File: config.mk
export PLATFORM = sky130hd
export DESIGN_NAME = trig_counter_snap
export DESIGN_NICKNAME = d
export VERILOG_FILES = /design/src/rtl/trig_counter_snap.sv
export SDC_FILE = /design/constraint.sdc
export NUM_CORES = 1
export LEC_CHECK = 0
export ABC_AREA = 1
export BUFFER_PORTS_ARGS = -buffer_cell sky130_fd_sc_hd__buf_4
export CORE_MARGIN = 1.5
export CORE_UTILIZATION = 35
export DETAILED_ROUTE_END_ITERATION = 6
export HOLD_SLACK_MARGIN = 0.08
export PLACE_DENSITY = 0.52
export REMOVE_ABC_BUFFERS = 1
export SYNTH_ARGS = -nofsm -noshare
export SYNTH_HDL_FRONTEND = slang
export SYNTH_SLANG_ARGS = --single-unit
File: constraint.sdc
create_clock -name clk1 -period 1.64 [get_ports clk1]
set_clock_uncertainty 0.05 [all_clocks]
set_input_delay 0.082 -clock clk1 [delete_from_list [all_inputs] [get_ports clk1]]
set_output_delay 0.082 -clock clk1 [all_outputs]
set_load 0.01 [all_outputs]
File: src/rtl/trig_counter_snap.sv
// trig_counter_snap
//   Up/down event counter with an atomic 32-bit snapshot and a status word,
//   fed by one-cycle trigger pulses and debounced active-low board buttons.
//
// Ports
//   clk1     in   1   system clock (trigger pulses are synchronous to it)
//   rst_n    in   1   asynchronous active-low reset
//   trig_in  in   4   one-cycle pulses {snapshot, countdown, countup, clear}
//   button   in   4   raw board buttons, active-low, asynchronous
//   count    out  32  live counter value
//   snap_lo  out  16  snapshot[15:0]
//   snap_hi  out  16  snapshot[31:16]
//   status   out  16  {snap_seq[7:0], btn_db[3:0], 1'b0, snap_valid, unf, ovf}
//   btn_db   out  4   debounced buttons, active-high (1 = pressed)
//
// Every output is a register or a concatenation of registers.

module trig_counter_snap #(
  parameter int WIDTH      = 32,     // fixed at 32: the snapshot splits into two 16-bit words
  parameter int DEB_CYCLES = 50000,  // stable cycles needed to accept a button change (>= 2)
  parameter bit WRAP       = 1'b1    // 1: wrap at max/zero, 0: saturate
) (
  input  logic             clk1,
  input  logic             rst_n,
  input  logic [3:0]       trig_in,
  input  logic [3:0]       button,
  output logic [WIDTH-1:0] count,
  output logic [15:0]      snap_lo,
  output logic [15:0]      snap_hi,
  output logic [15:0]      status,
  output logic [3:0]       btn_db
);

  localparam int DCW = $clog2(DEB_CYCLES);
  localparam logic [DCW-1:0] DEB_LAST = DCW'(DEB_CYCLES - 1);

  logic [3:0]       sync1, sync2;
  logic [DCW-1:0]   deb_cnt [4];
  logic [3:0]       deb_hit;
  logic [1:0]       press;
  logic             up, dn;
  logic             ovf, unf, snap_valid;
  logic [7:0]       snap_seq;
  logic [WIDTH-1:0] snapshot;

  // Synchronizers idle at 1 so a button held through reset is not seen as
  // already accepted; it must be re-qualified after reset releases.
  always_ff @(posedge clk1 or negedge rst_n) begin
    if (!rst_n) begin
      sync1 <= '1;
      sync2 <= '1;
    end else begin
      sync1 <= button;
      sync2 <= sync1;
    end
  end

  // The accepted raw level is ~btn_db; a hit means the synced level has
  // differed for DEB_CYCLES consecutive cycles.
  always_comb begin
    deb_hit = '0;
    for (int i = 0; i < 4; i++)
      deb_hit[i] = (sync2[i] == btn_db[i]) && (deb_cnt[i] == DEB_LAST);
  end

  always_ff @(posedge clk1 or negedge rst_n) begin
    if (!rst_n) begin
      for (int i = 0; i < 4; i++) deb_cnt[i] <= '0;
      btn_db <= '0;
      press  <= '0;
    end else begin
      for (int i = 0; i < 4; i++) begin
        if (sync2[i] != btn_db[i]) begin
          deb_cnt[i] <= '0;
        end else if (deb_hit[i]) begin
          deb_cnt[i] <= '0;
          btn_db[i]  <= ~sync2[i];
        end else begin
          deb_cnt[i] <= deb_cnt[i] + DCW'(1);
        end
      end
      // Only an accepted press (raw level going low) produces an event.
      press <= deb_hit[1:0] & ~sync2[1:0];
    end
  end

  assign up = trig_in[1] | press[0];
  assign dn = trig_in[2] | press[1];

  always_ff @(posedge clk1 or negedge rst_n) begin
    if (!rst_n) begin
      count <= '0;
      ovf   <= 1'b0;
      unf   <= 1'b0;
    end else if (trig_in[0]) begin
      count <= '0;
      ovf   <= 1'b0;
      unf   <= 1'b0;
    end else if (up && dn) begin
      count <= count;
    end else if (up) begin
      if (count == '1) begin
        ovf <= 1'b1;
        if (WRAP) count <= '0;
      end else begin
        count <= count + WIDTH'(1);
      end
    end else if (dn) begin
      if (count == '0) begin
        unf <= 1'b1;
        if (WRAP) count <= '1;
      end else begin
        count <= count - WIDTH'(1);
      end
    end
  end

  // Snapshot captures the pre-update count, so a same-cycle clear or step
  // does not leak into it.
  always_ff @(posedge clk1 or negedge rst_n) begin
    if (!rst_n) begin
      snapshot   <= '0;
      snap_valid <= 1'b0;
      snap_seq   <= '0;
    end else if (trig_in[3]) begin
      snapshot   <= count;
      snap_valid <= 1'b1;
      snap_seq   <= snap_seq + 8'd1;
    end
  end

  assign snap_lo = snapshot[15:0];
  assign snap_hi = snapshot[WIDTH-1:16];
  assign status  = {snap_seq, btn_db, 1'b0, snap_valid, unf, ovf};

endmodule
### Word level (Yosys, flattened, before mapping)

Cells that the tools add are included.

* bits in registers: 153
* input bits: 10
* logic and storage cells: 92

* $add $sub $neg: 7
* equal/unequal tests: 15
* muxes and demuxes: 23
* bitwise logic cells: 12
* reduce and logical (&&, ||, !) cells: 18

Operators by type and width (count)
* $mux W32: 6
* $mux W16: 8
* $add A16 B1 Y16 const B: 4
* $eq A16 B16 Y1 const B: 4
* $add A32 B1 Y32 const B: 1
* $eq A32 B32 Y1 const B: 1
* $logic_not A32 Y1: 1
* $sub A32 B1 Y32 const B: 1
* $reduce_and A2 Y1: 5
* $mux W1: 9
* $add A8 B1 Y8 const B: 1
* $not A1 Y1: 8
* $reduce_bool A2 Y1: 4
* $logic_and A1 B1 Y1: 5
* $eq A1 B1 Y1: 4
* $ne A1 B1 Y1: 4
* $ne A2 B2 Y1 const B: 2
* $reduce_and A4 Y1: 1
* $reduce_and A3 Y1: 1
* $reduce_bool A3 Y1: 1
* $and A2 B2 Y2: 1
* $not A2 Y2: 1
* $or A1 B1 Y1: 2

### Logic depth before layout (Yosys ltp)

* depth after elaboration: 6
* mapped depth: 13

### Worst setup path before layout

OpenSTA, ideal clock, no wires.

* path type: flip-flop to flip-flop
* start point: register count[1]
* end point: register count[10]
* library setup time: 0.113 ns
* arrival time: 1.674 ns
* required time: 1.477 ns
* slack: -0.196 ns
* cell stages (with the launch flop): 14
* clock period less this slack: 1.836 ns
* cell sequence: dfrtp_1 -> ha_1 -> nand2_2 -> nor2_4 -> nand2_2 -> nor2_4 -> nand3_2 -> nand2_2 -> inv_2 -> buf_6 -> nand2_1 -> nand3_1 -> nand2_1 -> inv_1

* word-level cells in the longest chain between the ends: 6
* elaborated cells between the ends (all ways): 10

RTL lines
* start: declaration: line 27 `output logic [WIDTH-1:0] count,`
* start signal: assignment: line 100 `count <= count;`
* start signal: assignment: line 106 `count <= count + WIDTH'(1);`
* start signal: assignment: line 113 `count <= count - WIDTH'(1);`
* $sub A32 B1 Y32 or $logic_not A32 Y1 (tied branches): line 113, 109
* $mux W32: line 109 `if (count == '0) begin`
* $mux W32: line 108 `end else if (dn) begin`
* $mux W32 *: line 101 `end else if (up) begin`
* $mux W32 *: line 99 `end else if (up && dn) begin`
* $mux W32 *: line 95 `end else if (trig_in[0]) begin`

Every way passes the cells marked *; elsewhere a longest branch is shown, timed or not. The select of a mux whose other input is x is not followed.
A chain may end at the register's enable or synchronous reset.

### Worst setup path after layout

* start point: register count[6]
* end point: register count[26]

The elaborated chain is that of the path after synthesis.

==> run_results.csv <==
group,metric,value,unit
run_status,run_status,"complete, but fails checks",
run_status,violations,"negative setup slack",
setup_path,crit_path_frequent_cell,"nand2_1",
synth,synth_area,9120,sq um
global_route,grt_pass1_vias,9082,
setup_path,worstPathMaxFanout,5,
timing,setup_viol,31,
setup_path,reg2reg_depth,13,
timing,hold_violations,0,
synth,synth.distinct_cells,41,
finish,final_cells,1995,
timing,worstMarginPinSlew,0.639,ns
flow_run,max_cap_viol_count,0,
synth,syn_area_per_cell,7.01,sq um
timing,max_freq,563,MHz
die,fp.dieW,164,um
timing,period_needed,1.78,ns
worst_hold_path,holdCritStartpoint,"trig_in[1]",
worst_hold_path,hold_depth,6,
route,route.met3.wl,950,um
clock_tree,cts.path.max_buffers,2,
setup_path,worstSetupEndpointType,"flip-flop",
global_route,overflow,0,
setup_path,slowest_delay,0.46,ns
global_route,grtUsageTotal,0.221,
worst_hold_path,hold-path-endpoint,"count[14]",
synth,ys_top_cells_by_area,"dfrtp_1 (40%), nand2_1 (16%), nor2_1 (7.2%)",
finish,nNetsFinal,1670,
placed_design,dpl.cell_count,1922,
route,wl_per_cell,14.5,um
route,wl,29.0,mm
synth,async_flop_share,1.00,
setup_path,critPathSlowestCell,"dfrtp_2",
die,start_util,0.359,
die,io_pins,94,
global_route,grt_pass1_wl,46.3,mm
timing,setup_slack,-0.137,ns
setup_path,rrSetupSlack,-0.14,ns
route,dr.max_layer_used,"met4",
setup_path,cp.arrival,2.04,ns
clock_tree,cts.sink_count,153,
route,firstDrtPassIters,5,
placed_design,portBuffers,92,
clock_tree,insertion_delay,0.43,ns
route,viasPerCell,4.75,
worst_hold_path,hold_class,"input port to flip-flop",
finish,n_antenna_cell,0,
synth,synth_ff_type,"dfrtp_1",
setup_path,start_kind,"flip-flop",
setup_path,critical_path.cell_chain,"nor2_4 > buf_4 > nand2_1 > buf_4 > nor3_2 > buf_4 > nand2_1 > nand2_1 > nand3_1 > nand2_1 > nand2_1 > nand2_1 > nand2_1",
route,drc_errors,0,
synth,synth_top_area_frac,0.398,
synth,ys_ff_latch,153,
placed_design,placed_area,11900,sq um
route,met2RoutedLength,13.8,mm
placed_design,dp_slack,-0.371,ns
clock_tree,ctsRootBufferMaster,"clkbuf_16",
die,die_height,164,um
finish,utilization,0.538,
setup_path,critical_path_class,"flip-flop to flip-flop",
synth,seq_area_frac_synth,0.421,
timing,maxSlewViolCount,0,
placed_design,hpwl,21.0,mm
timing,relSlewSlack,0.574,
timing,rsz0062_at_grt,"yes",
clock_tree,clkTransAtPathRegs,0.07,ns
finish,drive_gt1_frac,0.368,
timing,min_period_over_period,1.08,
synth,synth_edf_count,0,
synth,synthCells,1301,
route,drtIter0Drc,522,
global_route,antenna_found_initial,0,
global_route,grt_max_degree,66,
power_and_ir_drop,powerDensity,856,nW/um^2
die,rows,58,
die,dieArea,27000,sq um
route,postRouteAntennaNets,0,
power_and_ir_drop,p_leak,6.89,nW
clock_tree,htree_levels,4,
placed_design,gp_congestion,0.894,
route,vias,9468,
finish,area_growth,49.8,%
synth,synth_area_leader_cell,"dfrtp_1",
power_and_ir_drop,ir_drop,661,uV
finish,final_cell_area,13700,sq um
synth,yosysWarningCount,0,
timing,whs,0.141,ns
clock_tree,tritoncts,"built",
setup_path,worstPathRequired,1.91,ns
die,core_area,25400,sq um
setup_path,r2r_end,"count[26]",
clock_tree,cts_made_buffers,17,
route,wl_met1,14.0,mm
setup_path,r2r-start,"count[6]",
-- area by class of cell --
| type | instances | area, sq um |
|---|---|---|
| timing repair buffer | 379 | 3020 |
| fill | 2431 | 11700 |
| multi-input combinational | 944 | 5150 |
| clock inverter | 15 | 190 |
| sequential | 153 | 3860 |
| inverter | 157 | 607 |
| clock buffer | 17 | 425 |
| tap | 330 | 413 |
-- cells in the mapped netlist, drive strengths merged (9+ instances only) --
cell and n:
nand2 386, nand4 22, nor3 22, dfrtp 145, o21ai 70, inv 155
xnor2 10, or2 9, nor2 188, a21oi 26, buf 33, clkbuf 14
nor4 16, nand3 125, xor2 40
-- logic make-up after synthesis --
group,synth area share
XOR/XNOR,0.0480
AND/OR/NAND/NOR,0.364
buffers and inverters,0.0931
flip-flops,0.421
AO/OA/AOI/OAI,0.0627
other,0.000411
adder cells (fa/ha/maj),0.0110
-- power breakdown --
part           internal (W)  switching, W
Sequential          0.00406      0.000332
Combinational       0.00150       0.00158
Clock               0.00243       0.00179
Total               0.00799       0.00370
-- flip-flops by register name, summed over array words and instances, names as in the netlist --
signal and cells:
btn_db 4, count 32, deb_cnt 64, ovf 1, press 2, snap_seq 8
snap_valid 1, snapshot 32, sync1 4, sync2 4, unf 1
-- critical path: cells and delay by family, from the launching register on --
kind	cells	cell delay (ns)
and+or+nand+nor	10	0.75
DFF	1	0.46
buffers and inverters	3	0.40
-- cell usage in the layout (no fill, tap or decap), types with 13 or more instances in the layout --
cell type  instances
inv_2             18
xor2_1            40
buf_4            346
nand3_2           13
dfrtp_2           19
nand3_1          110
nor2_2            39
nor2_1           116
nand4_1           22
nor2_4            33
dfrtp_1          126
buf_6             18
o21ai_1           14
o21ai_0           50
a21oi_1           21
clkbuf_16         17
nand2_1          354
inv_1            135
nand2_2           24
-- through the flow --
stage / TNS [ns] / power (W)
detailed placement: -9.63 / 0.00704
CTS: -2.36 / 0.0117
global route: -6.70 / 0.0123
finish: -2.55 / 0.0117
floorplan: -17.25 / 0.00547
global placement: -8.12 / 0.00701
-- per-layer routing --
layer,vias up,track usage
met5,-,0
met4,0,0.0524
met3,19,0.0286
met2,154,0.370
met1,4488,0.302
li1,4807,-
-- how the worst max path moves through the flow --
stage,from,end,slack (ns),cells past startpoint
after floorplan,press[0],count[10],-0.61,7
after global placement,count[13],count[31],-0.32,11
after detailed placement,count[0],count[28],-0.37,11
after CTS,count[1],count[30],-0.12,11
after global routing,count[6],count[26],-0.27,13
final,count[6],count[26],-0.14,13
-- what timing repair did --
action                                  4_1_cts  5_1_grt
pin swaps                                    51       60
endpoints found under the hold margin       163        0
endpoints found under the setup margin       59       71
resized for setup                           142      109
setup buffers                                23       10
hold buffers                                  9        0
Note: power is estimated with default switching activity, not from simulation.
